### src/rtl/spio_serial_gen.sv
// spio_serial_gen: CPU-written GPIO/LED/counter_set port with a serialiser
// that shifts the LED image into an external shift-register chain.
//
// Ports:
//   clk, rst_n        clock, asynchronous active-low reset
//   wr_en, p_data     write strobe and {gpio, led, counter_set} data word
//   start             explicit refresh request (level sampled)
//   counter_set       latched counter_set field
//   led_out           latched LED field
//   gpio_out          latched GPIO field
//   led_clk           serial clock, idle low, receiver samples on rise
//   led_sout          serial data
//   led_clrn          chain clear, active low
//   led_pen           chain output enable, low while shifting
//   busy, done        frame in progress / one-cycle end-of-frame pulse
//
// Optional feature: define SPIO_BLINK_EN to make the top GPIO bit a blink
// enable that blanks the lit LEDs every other blink phase.
module spio_serial_gen #(
    parameter int              DATA_W    = 32,
    parameter int              LED_W     = 16,
    parameter int              CS_W      = 2,
    parameter int              CLK_DIV   = 2,
    parameter logic [LED_W-1:0] LED_RST  = 16'h002A,
    parameter int              BLINK_DIV = 24
) (
    input  logic                          clk,
    input  logic                          rst_n,
    input  logic                          wr_en,
    input  logic [DATA_W-1:0]             p_data,
    input  logic                          start,
    output logic [CS_W-1:0]               counter_set,
    output logic [LED_W-1:0]              led_out,
    output logic [DATA_W-LED_W-CS_W-1:0]  gpio_out,
    output logic                          led_clk,
    output logic                          led_sout,
    output logic                          led_clrn,
    output logic                          led_pen,
    output logic                          busy,
    output logic                          done
);
    localparam int GPIO_W = DATA_W - LED_W - CS_W;
    localparam int BW     = $clog2(LED_W + 1);
    localparam int DW     = CLK_DIV > 1 ? $clog2(CLK_DIV) : 1;

    typedef enum logic [1:0] {IDLE, LOAD, SHIFT, LATCH} state_t;

    state_t            state, next_state;
    logic              pending;
    logic [LED_W-1:0]  sh;
    logic [LED_W-1:0]  img;
    logic [LED_W-1:0]  led_vis;
    logic [DW-1:0]     div_cnt;
    logic [BW-1:0]     bit_cnt;
    logic              phase;
    logic              blink_ev;
    logic              div_end;
    logic              last_bit;
    logic              ev;

`ifdef SPIO_BLINK_EN
    logic [BLINK_DIV-1:0] blink_cnt;
    logic                 blink_phase;

    always_ff @(posedge clk or negedge rst_n) begin
        if (!rst_n) begin
            blink_cnt   <= '0;
            blink_phase <= 1'b0;
        end else begin
            blink_cnt <= blink_cnt + 1'b1;
            if (&blink_cnt)
                blink_phase <= ~blink_phase;
        end
    end

    assign blink_ev = &blink_cnt;
    assign led_vis  = (gpio_out[GPIO_W-1] && !blink_phase) ? '0 : led_out;
`else
    assign blink_ev = 1'b0;
    assign led_vis  = led_out;
`endif

    // Frame image is the bit-reversed, inverted LED image: the chain wants
    // LED[0] first and drives LEDs active-low.
    always_comb begin
        img = '0;
        for (int i = 0; i < LED_W; i++)
            img[i] = ~led_vis[LED_W-1-i];
    end

    assign div_end  = div_cnt == DW'(CLK_DIV - 1);
    assign last_bit = bit_cnt == BW'(LED_W - 1);
    assign ev       = start || (wr_en && p_data[CS_W +: LED_W] != led_out) || blink_ev;

    always_ff @(posedge clk or negedge rst_n) begin
        if (!rst_n)
            state <= IDLE;
        else
            state <= next_state;
    end

    always_comb begin
        next_state = state;
        case (state)
            IDLE:    next_state = pending ? LOAD : IDLE;
            LOAD:    next_state = SHIFT;
            SHIFT:   next_state = (phase && div_end && last_bit) ? LATCH : SHIFT;
            default: next_state = IDLE;
        endcase
    end

    always_comb begin
        busy     = state != IDLE;
        done     = state == LATCH;
        led_pen  = !(state == LOAD || state == SHIFT);
        led_clk  = state == SHIFT && phase;
        led_sout = state == SHIFT && sh[LED_W-1];
    end

    always_ff @(posedge clk or negedge rst_n) begin
        if (!rst_n) begin
            led_out     <= LED_RST;
            counter_set <= '0;
            gpio_out    <= '0;
            led_clrn    <= 1'b0;
            pending     <= 1'b0;
            sh          <= '0;
            div_cnt     <= '0;
            bit_cnt     <= '0;
            phase       <= 1'b0;
        end else begin
            led_clrn <= 1'b1;
            if (wr_en)
                {gpio_out, led_out, counter_set} <= p_data;
            // Leaving IDLE consumes the request; events in the same edge
            // still re-arm it so nothing is lost.
            pending <= ev || (pending && state != IDLE);
            if (state == LOAD) begin
                sh      <= img;
                div_cnt <= '0;
                bit_cnt <= '0;
                phase   <= 1'b0;
            end else if (state == SHIFT) begin
                div_cnt <= div_end ? '0 : div_cnt + 1'b1;
                if (div_end)
                    phase <= ~phase;
                if (div_end && phase) begin
                    sh      <= sh << 1;
                    bit_cnt <= bit_cnt + 1'b1;
                end
            end
        end
    end
endmodule

### config.mk
export PLATFORM = sky130hd
export DESIGN_NAME = spio_serial_gen
export DESIGN_NICKNAME = d
export VERILOG_FILES = /design/src/rtl/spio_serial_gen.sv
export SDC_FILE = /design/constraint.sdc
export NUM_CORES = 1
export LEC_CHECK = 0
export BUFFER_PORTS_ARGS = -buffer_cell sky130_fd_sc_hd__buf_2
export CORE_ASPECT_RATIO = 1.2
export CORE_UTILIZATION = 40
export CTS_CLUSTER_SIZE = 30
export DETAILED_ROUTE_END_ITERATION = 16
export PLACE_DENSITY_LB_ADDON = 0.05
export SLEW_MARGIN = 15
export SYNTH_ARGS = -nofsm -noshare
export SYNTH_HDL_FRONTEND = slang
export SYNTH_SLANG_ARGS = --single-unit
### constraint.sdc
create_clock -name clk -period 1.7 [get_ports clk]
set_clock_uncertainty 0.05 [all_clocks]
set_input_delay 0 -clock clk [delete_from_list [all_inputs] [get_ports clk]]
set_output_delay 0 -clock clk [all_outputs]
set_load 0.03 [all_outputs]
==> flow_summary.toml, run 1 <==
[sta]
worst_pin_slew_ns = 0.6110
slew_viol_final = 0
rsz0062_at_grt = "no"
max_slew_margin = 0.5927
min_period_over_period = 0.9393
clock.fmax_mhz = 626.2
final-setup-viol-count = 0
tns_ns = 0
hold_violations = 0
period_minus_slack_ns = 1.597

[die]
num_io_pins = 74
coreArea_um2 = 6446
initial_core_util = 0.4154
dieHeight_um = 91.63
die_w_um = 76.69
num_rows = 32
die_area_um2 = 7026

[synthesis]
synthesis.instances = 245
synthAdderAreaFrac = 0.03271
synth_cell_types = 28
syn_nets = 288
synthXorXnorAreaFrac = 0.05234
ys_ff_latch = 59
muxShareOfSynthArea = 0.1355
syn-mean-instance-area_um2 = 10.93
yosysWarnings = 0
yosysSeqAreaShare = 0.5528
synth_top_family_by_area = "multiplexers"
synth_compound_gate_area_share = 0.08364
netlist_area_um2 = 2678
yosys.area_share.simple = 0.09112

[critical_path]
worstSetupPathType = "reg -> reg"
crit_buf_inv = 1
path_max_fanout = 3
r2r_setup_slack_ns = 0.10
rr_startpoint = "led_out[2]"
path_cells = "xor2_1 > nor4_1 > buf_4 > nand4_1 > a221o_1"
max_stage_delay_ns = 0.40
r2r-end = "pending"
critPathSlowestCell = "dfrtp_1"
required_ns = 1.86
critical_path_arrival_ns = 1.75
cp-start-kind = "register"
critPathTopFamily = "flip-flops"
reg2reg_depth = 5
crit_path_end_kind = "register"

[detailed_routing]
top_layer = "met4"
wl_met2_um = 2916
routed_wl_um = 5771
ant_nets = 0
drtIter0Drc = 69
drc_errors = 0
avgViaCountPerCell = 4.538
drt-met1-wl_um = 2633
wl_met3_um = 150
vias = 2033
firstDrtPassIters = 4
wire_per_inst_um = 12.88

[cts]
post-cts-setup-buffer-count = 0
clkTransAtPathRegs_ns = 0.06
cts_num_sinks = 59
clockBufferDepth = 2
root_buffer = "clkbuf_8"
cts_max_level = 3
clk_latency_ns = 0.32
numCtsBuffers = 9
cts_tree = "done"

[grt]
grtUsageTotal = 0.1839
grt_pass1_vias = 2036
antenna_found_initial = 0
grt_max_degree = 60
grt-ovfl-total = 0
grt_pass1_wl_um = 9936

[pwr]
swShare = 0.3661
p_clk_frac = 0.235
leakagePower_nw = 1.809
power_frac_seq = 0.400
p_per_area_nw_per_um2 = 1329
power.internal_w = 0.003110
combPwrFrac = 0.365
vdd_drop_max_mv = 0.5885
switching_power_w = 0.001796

[placement]
port_buffers = 73
post-dp-hpwl_um = 3906
place.gp.congestion = 0.6890
dp.cells = 399

[final_layout]
regArea_um2 = 1480
multiInputGateArea_um2 = 1069
final_cell_count_no_fill = 448
layout-drive-gt1-share = 0.3251
fillCellCount = 593
diodes = 0
syn2layout_area_growth_pct = 37.85
nNetsFinal = 402

[worst_hold_path]
min_path_cells = 3
hold_end = "led_out[5]"
worstHoldStart = "wr_en"
hold_class = "in -> reg"

[run]
max_cap_viol_count = 0

[status]
status = "finished, final reports clean"
[power groups by stage]
| stage | registers [W] | logic, W | clock network [W] |
|---|---|---|---|
| after floorplan | 0.00209 | 0.00113 | 0 |
| after global placement | 0.00198 | 0.00171 | 0 |
| after detailed placement | 0.00199 | 0.00174 | 0 |
| after CTS | 0.00196 | 0.00180 | 0.00119 |
| after global routing | 0.00201 | 0.00202 | 0.00125 |
| final | 0.00196 | 0.00179 | 0.00115 |
[registers in the layout, summed over array words and instances, names as in the netlist]
register / flops
led_out: 16
sh: 16
gpio_out: 14
bit_cnt: 5
counter_set: 2
state: 2
div_cnt: 1
led_clrn: 1
pending: 1
phase: 1
[placed cells by master, fill, tap and decap left out, types with 3 or more instances in the layout]
cell type / Yosys / layout
mux2i_1: 16 / 16
dlygate4sd3_1: 0 / 34
nand3_1: 3 / 3
clkbuf_8: 0 / 12
dfstp_2: 3 / 3
mux2_2: 18 / 18
nand2_1: 38 / 38
xor2_1: 16 / 16
inv_1: 20 / 19
buf_2: 6 / 73
ha_1: 7 / 7
buf_4: 2 / 6
nor4_1: 4 / 3
dfrtp_1: 56 / 56
a21o_1: 3 / 3
o21ai_0: 33 / 33
[metal layers]
metal / global-route usage / up-vias
met3: 0.03284 / 6
met4: 0.09615 / 0
li1: - / 1042
met2: 0.2790 / 35
met5: 0 / -
met1: 0.2507 / 950
[worst min-delay path, cell delays in order]
cell and delay [ns]:
buf_2 0.30, nand2_1 0.13, o21ai_0 0.06
[how the worst max path moves through the flow]
stage / start / end / slack, ns / cells past startpoint
after CTS: led_out[15] / pending / 0.04 / 4
final: led_out[2] / pending / 0.10 / 5
after global placement: led_out[15] / pending / 0.09 / 4
after floorplan: state[0] / bit_cnt[3] / 0.13 / 6
after global routing: state[0] / bit_cnt[4] / 0.002 / 5
after detailed placement: led_out[1] / pending / 0.06 / 5
[area by class of cell]
type                            count  share of cell area
Inverter                           20             0.02034
Sequential cell                    59              0.4010
Clock inverter                      2            0.002712
Timing Repair Buffer              115              0.2119
Multi-Input combinational cell    154              0.2895
Clock buffer                       13             0.04576
Tap cell                           85             0.02881
[synthesized netlist by cell type (all sizes together)]
| library cell | number | area share |
|---|---|---|
| nor4 | 4 | 0.0093 |
| nand3 | 3 | 0.0056 |
| mux2 | 18 | 0.076 |
| dfrtp | 56 | 0.52 |
| and3 | 1 | 0.0023 |
| dfstp | 3 | 0.029 |
| nor4b | 1 | 0.0033 |
| o21ai | 33 | 0.062 |
| nand4 | 1 | 0.0023 |
| conb | 1 | 0.0014 |
| xor2 | 16 | 0.052 |
| a221o | 1 | 0.0037 |
| ha | 7 | 0.033 |
| nor2 | 1 | 0.0014 |
| clkbuf | 4 | 0.0056 |
| o31ai | 1 | 0.0028 |
| o2bb2ai | 1 | 0.0033 |
| inv | 20 | 0.028 |
| a21o | 3 | 0.0084 |
| mux2i | 16 | 0.060 |
| nor3 | 2 | 0.0037 |
| nand2b | 1 | 0.0023 |
| nand3b | 1 | 0.0028 |
| buf | 8 | 0.017 |
| nand2 | 38 | 0.053 |
| and2 | 2 | 0.0047 |
| a21oi | 2 | 0.0037 |
[per-stage QoR]
step / setup WS [ns] / area, um2 / total power, W / util / hold slack (ns)
4_1_cts: 0.03656 / 3681 / 0.004951 / 0.5710 / 0.1321
2_1_floorplan: 0.1328 / 2678 / 0.003223 / - / -0.3456
3_3_place_gp: 0.09319 / 3162 / 0.003692 / 0.4905 / -0.01262
3_5_place_dp: 0.05620 / 3162 / 0.003722 / 0.4905 / -0.01598
6_report: 0.1032 / 3691 / 0.004906 / 0.5726 / 0.1458
5_1_grt: 0.002319 / 3691 / 0.005276 / 0.5726 / 0.2017
[logic make-up after synthesis]
group / count (synthesis)
buf+inv: 32
simple gates: 55
compound gates: 41
fa+ha+maj: 7
flops: 59
mux: 34
other cells: 1
xor+xnor: 16
[timing repair]
item,CTS,global route
hold endpoints to repair,92,0
endpoints found under the setup margin,0,5
hold buffers,34,0
gates resized for setup,0,3
No activity file was read; power rests on OpenSTA's default activity.
==> run 2, diff against run 1 <==
--- a/config.mk
+++ b/config.mk
@@ -6,6 +6,8 @@
 export NUM_CORES = 1
 export LEC_CHECK = 0
 export BUFFER_PORTS_ARGS = -buffer_cell sky130_fd_sc_hd__buf_2
+export CELL_PAD_IN_SITES_DETAIL_PLACEMENT = 1
+export CELL_PAD_IN_SITES_GLOBAL_PLACEMENT = 1
 export CORE_ASPECT_RATIO = 1.2
 export CORE_UTILIZATION = 40
 export CTS_CLUSTER_SIZE = 30
==> run 2 against run 1 <==
Global-route usage grew 3.6 points. Combinational power grew 8%. Critical path depth grew 2. Fmax grew 0.49%. Non-clock buffer count shrank 1. Total power grew 5.0%. Sequential share of layout area shrank 0.54 points. Worst setup slack gained 0.0078 ns. Core utilization grew 0.78 points.
==> flow_summary.toml, run 2 (same netlist as run 1, synthesis figures left out) <==
[grt]
grt-ovfl-total = 0
grtUsageTotal = 0.2200
grt_max_degree = 60
grt_pass1_vias = 2385
grt_pass1_wl_um = 11850
antenna_found_initial = 0

[detailed_routing]
vias = 2145
drc_errors = 0
firstDrtPassIters = 4
ant_nets = 0
avgViaCountPerCell = 4.788
routed_wl_um = 6848
wire_per_inst_um = 15.29
drtIter0Drc = 71

[run]
max_cap_viol_count = 0

[cts]
clockBufferDepth = 2
clk_latency_ns = 0.34
cts_num_sinks = 59
cts_max_level = 3
numCtsBuffers = 9
root_buffer = "clkbuf_8"
clkTransAtPathRegs_ns = 0.07
cts_tree = "done"

[final_layout]
layout-drive-gt1-share = 0.3333
diodes = 0
nNetsFinal = 401
final_common_cell = "buf_2"
final_cell_mix = "buf_2, dfrtp_1, nand2_1, dlygate4sd3_1, o21ai_0"
reg_top3 = "led_out (16), sh (16), gpio_out (14)"
syn2layout_area_growth_pct = 39.72
final_cell_count_no_fill = 448

[die]
coreArea_um2 = 6446
die_area_um2 = 7026
die_w_um = 76.69
num_io_pins = 74
num_rows = 32
dieHeight_um = 91.63
initial_core_util = 0.4154

[sta]
slew_viol_final = 0
worst_pin_slew_ns = 0.5461
hold_violations = 0
final-setup-viol-count = 0
clock.fmax_mhz = 629.3
rsz0062_at_grt = "yes"
period_minus_slack_ns = 1.589
holdWs_ns = 0.1483
max_slew_margin = 0.6359
min_period_over_period = 0.9347

[placement]
dp.cells = 397
place.gp.congestion = 0.6748
post-dp-hpwl_um = 4427
port_buffers = 73

[critical_path]
path_max_fanout = 5
required_ns = 1.92
reg2reg_depth = 7
r2r-end = "bit_cnt[0]"
startpoint = "state[1]"
worstSetupPathType = "reg -> reg"
r2r_setup_slack_ns = 0.11
cp-start-kind = "register"
critical_path_arrival_ns = 1.81
crit_path_end_kind = "register"
rr_startpoint = "state[1]"

[pwr]
p_per_area_nw_per_um2 = 1376
vdd_drop_max_mv = 0.5941
leakagePower_nw = 1.811

[worst_hold_path]
hold_class = "in -> async"

[status]
status = "finished, final reports clean"
[run 2: power by group]
part           total, W  internal [W]  leakage [nW]  switching [W]
Combinational   0.00193      0.000804          1.00        0.00112
Sequential      0.00198       0.00174         0.711       0.000240
Clock           0.00125      0.000686        0.0977       0.000562
Total           0.00515       0.00323          1.81        0.00192
[run 2: area by class of cell]
class,instances,area [um2]
Tap cell,85,106.4
Multi-Input combinational cell,154,1090
Sequential cell,59,1480
Inverter,20,75.07
Timing Repair Buffer,114,790.8
Clock buffer,13,178.9
Clock inverter,3,20.02
Fill cell,728,2705
[run 2: how the worst max path moves through the flow]
stage | end | slack (ns)
2_1_floorplan | bit_cnt[3] | 0.13
3_3_place_gp | pending | 0.06
3_5_place_dp | bit_cnt[3] | 0.07
4_1_cts | pending | 0.05
5_1_grt | bit_cnt[0] | -0.03
6_report | bit_cnt[0] | 0.11
[run 2: repair_timing]
item / 4_1_cts / 5_1_grt
endpoints found under the setup margin: 0 / 15
hold buffers: 34 / 0
gates resized for setup: 0 / 6
hold endpoints to repair: 92 / 0
buffers inserted: 0 / 1
[run 2: per-layer routing]
metal,GRT usage,routed length [um]
met4,0.09135,114
met1,0.2639,2919
met5,0,0
met2,0.3891,3648
met3,0.03483,165
[run 2: metrics by stage]
step                      area [um2]  utilization  setup TNS, ns  total power, W  setup slack, ns
final                           3741       0.5804              0        0.005150           0.1110
after global routing            3741       0.5804       -0.04115        0.005514         -0.02831
after CTS                       3699       0.5738              0        0.005099          0.05365
after detailed placement        3159       0.4901              0        0.003774          0.06547
after global placement          3159       0.4901              0        0.003719          0.06319
after floorplan                 2678            -              0        0.003223           0.1328
[run 2: critical path, stage by stage (launching register included)]
cell     delay [ns]
dfrtp_1        0.42
inv_1          0.13
ha_2           0.25
a21o_1         0.14
nand2_1        0.12
buf_4          0.17
nor3_1         0.15
a21o_1         0.11
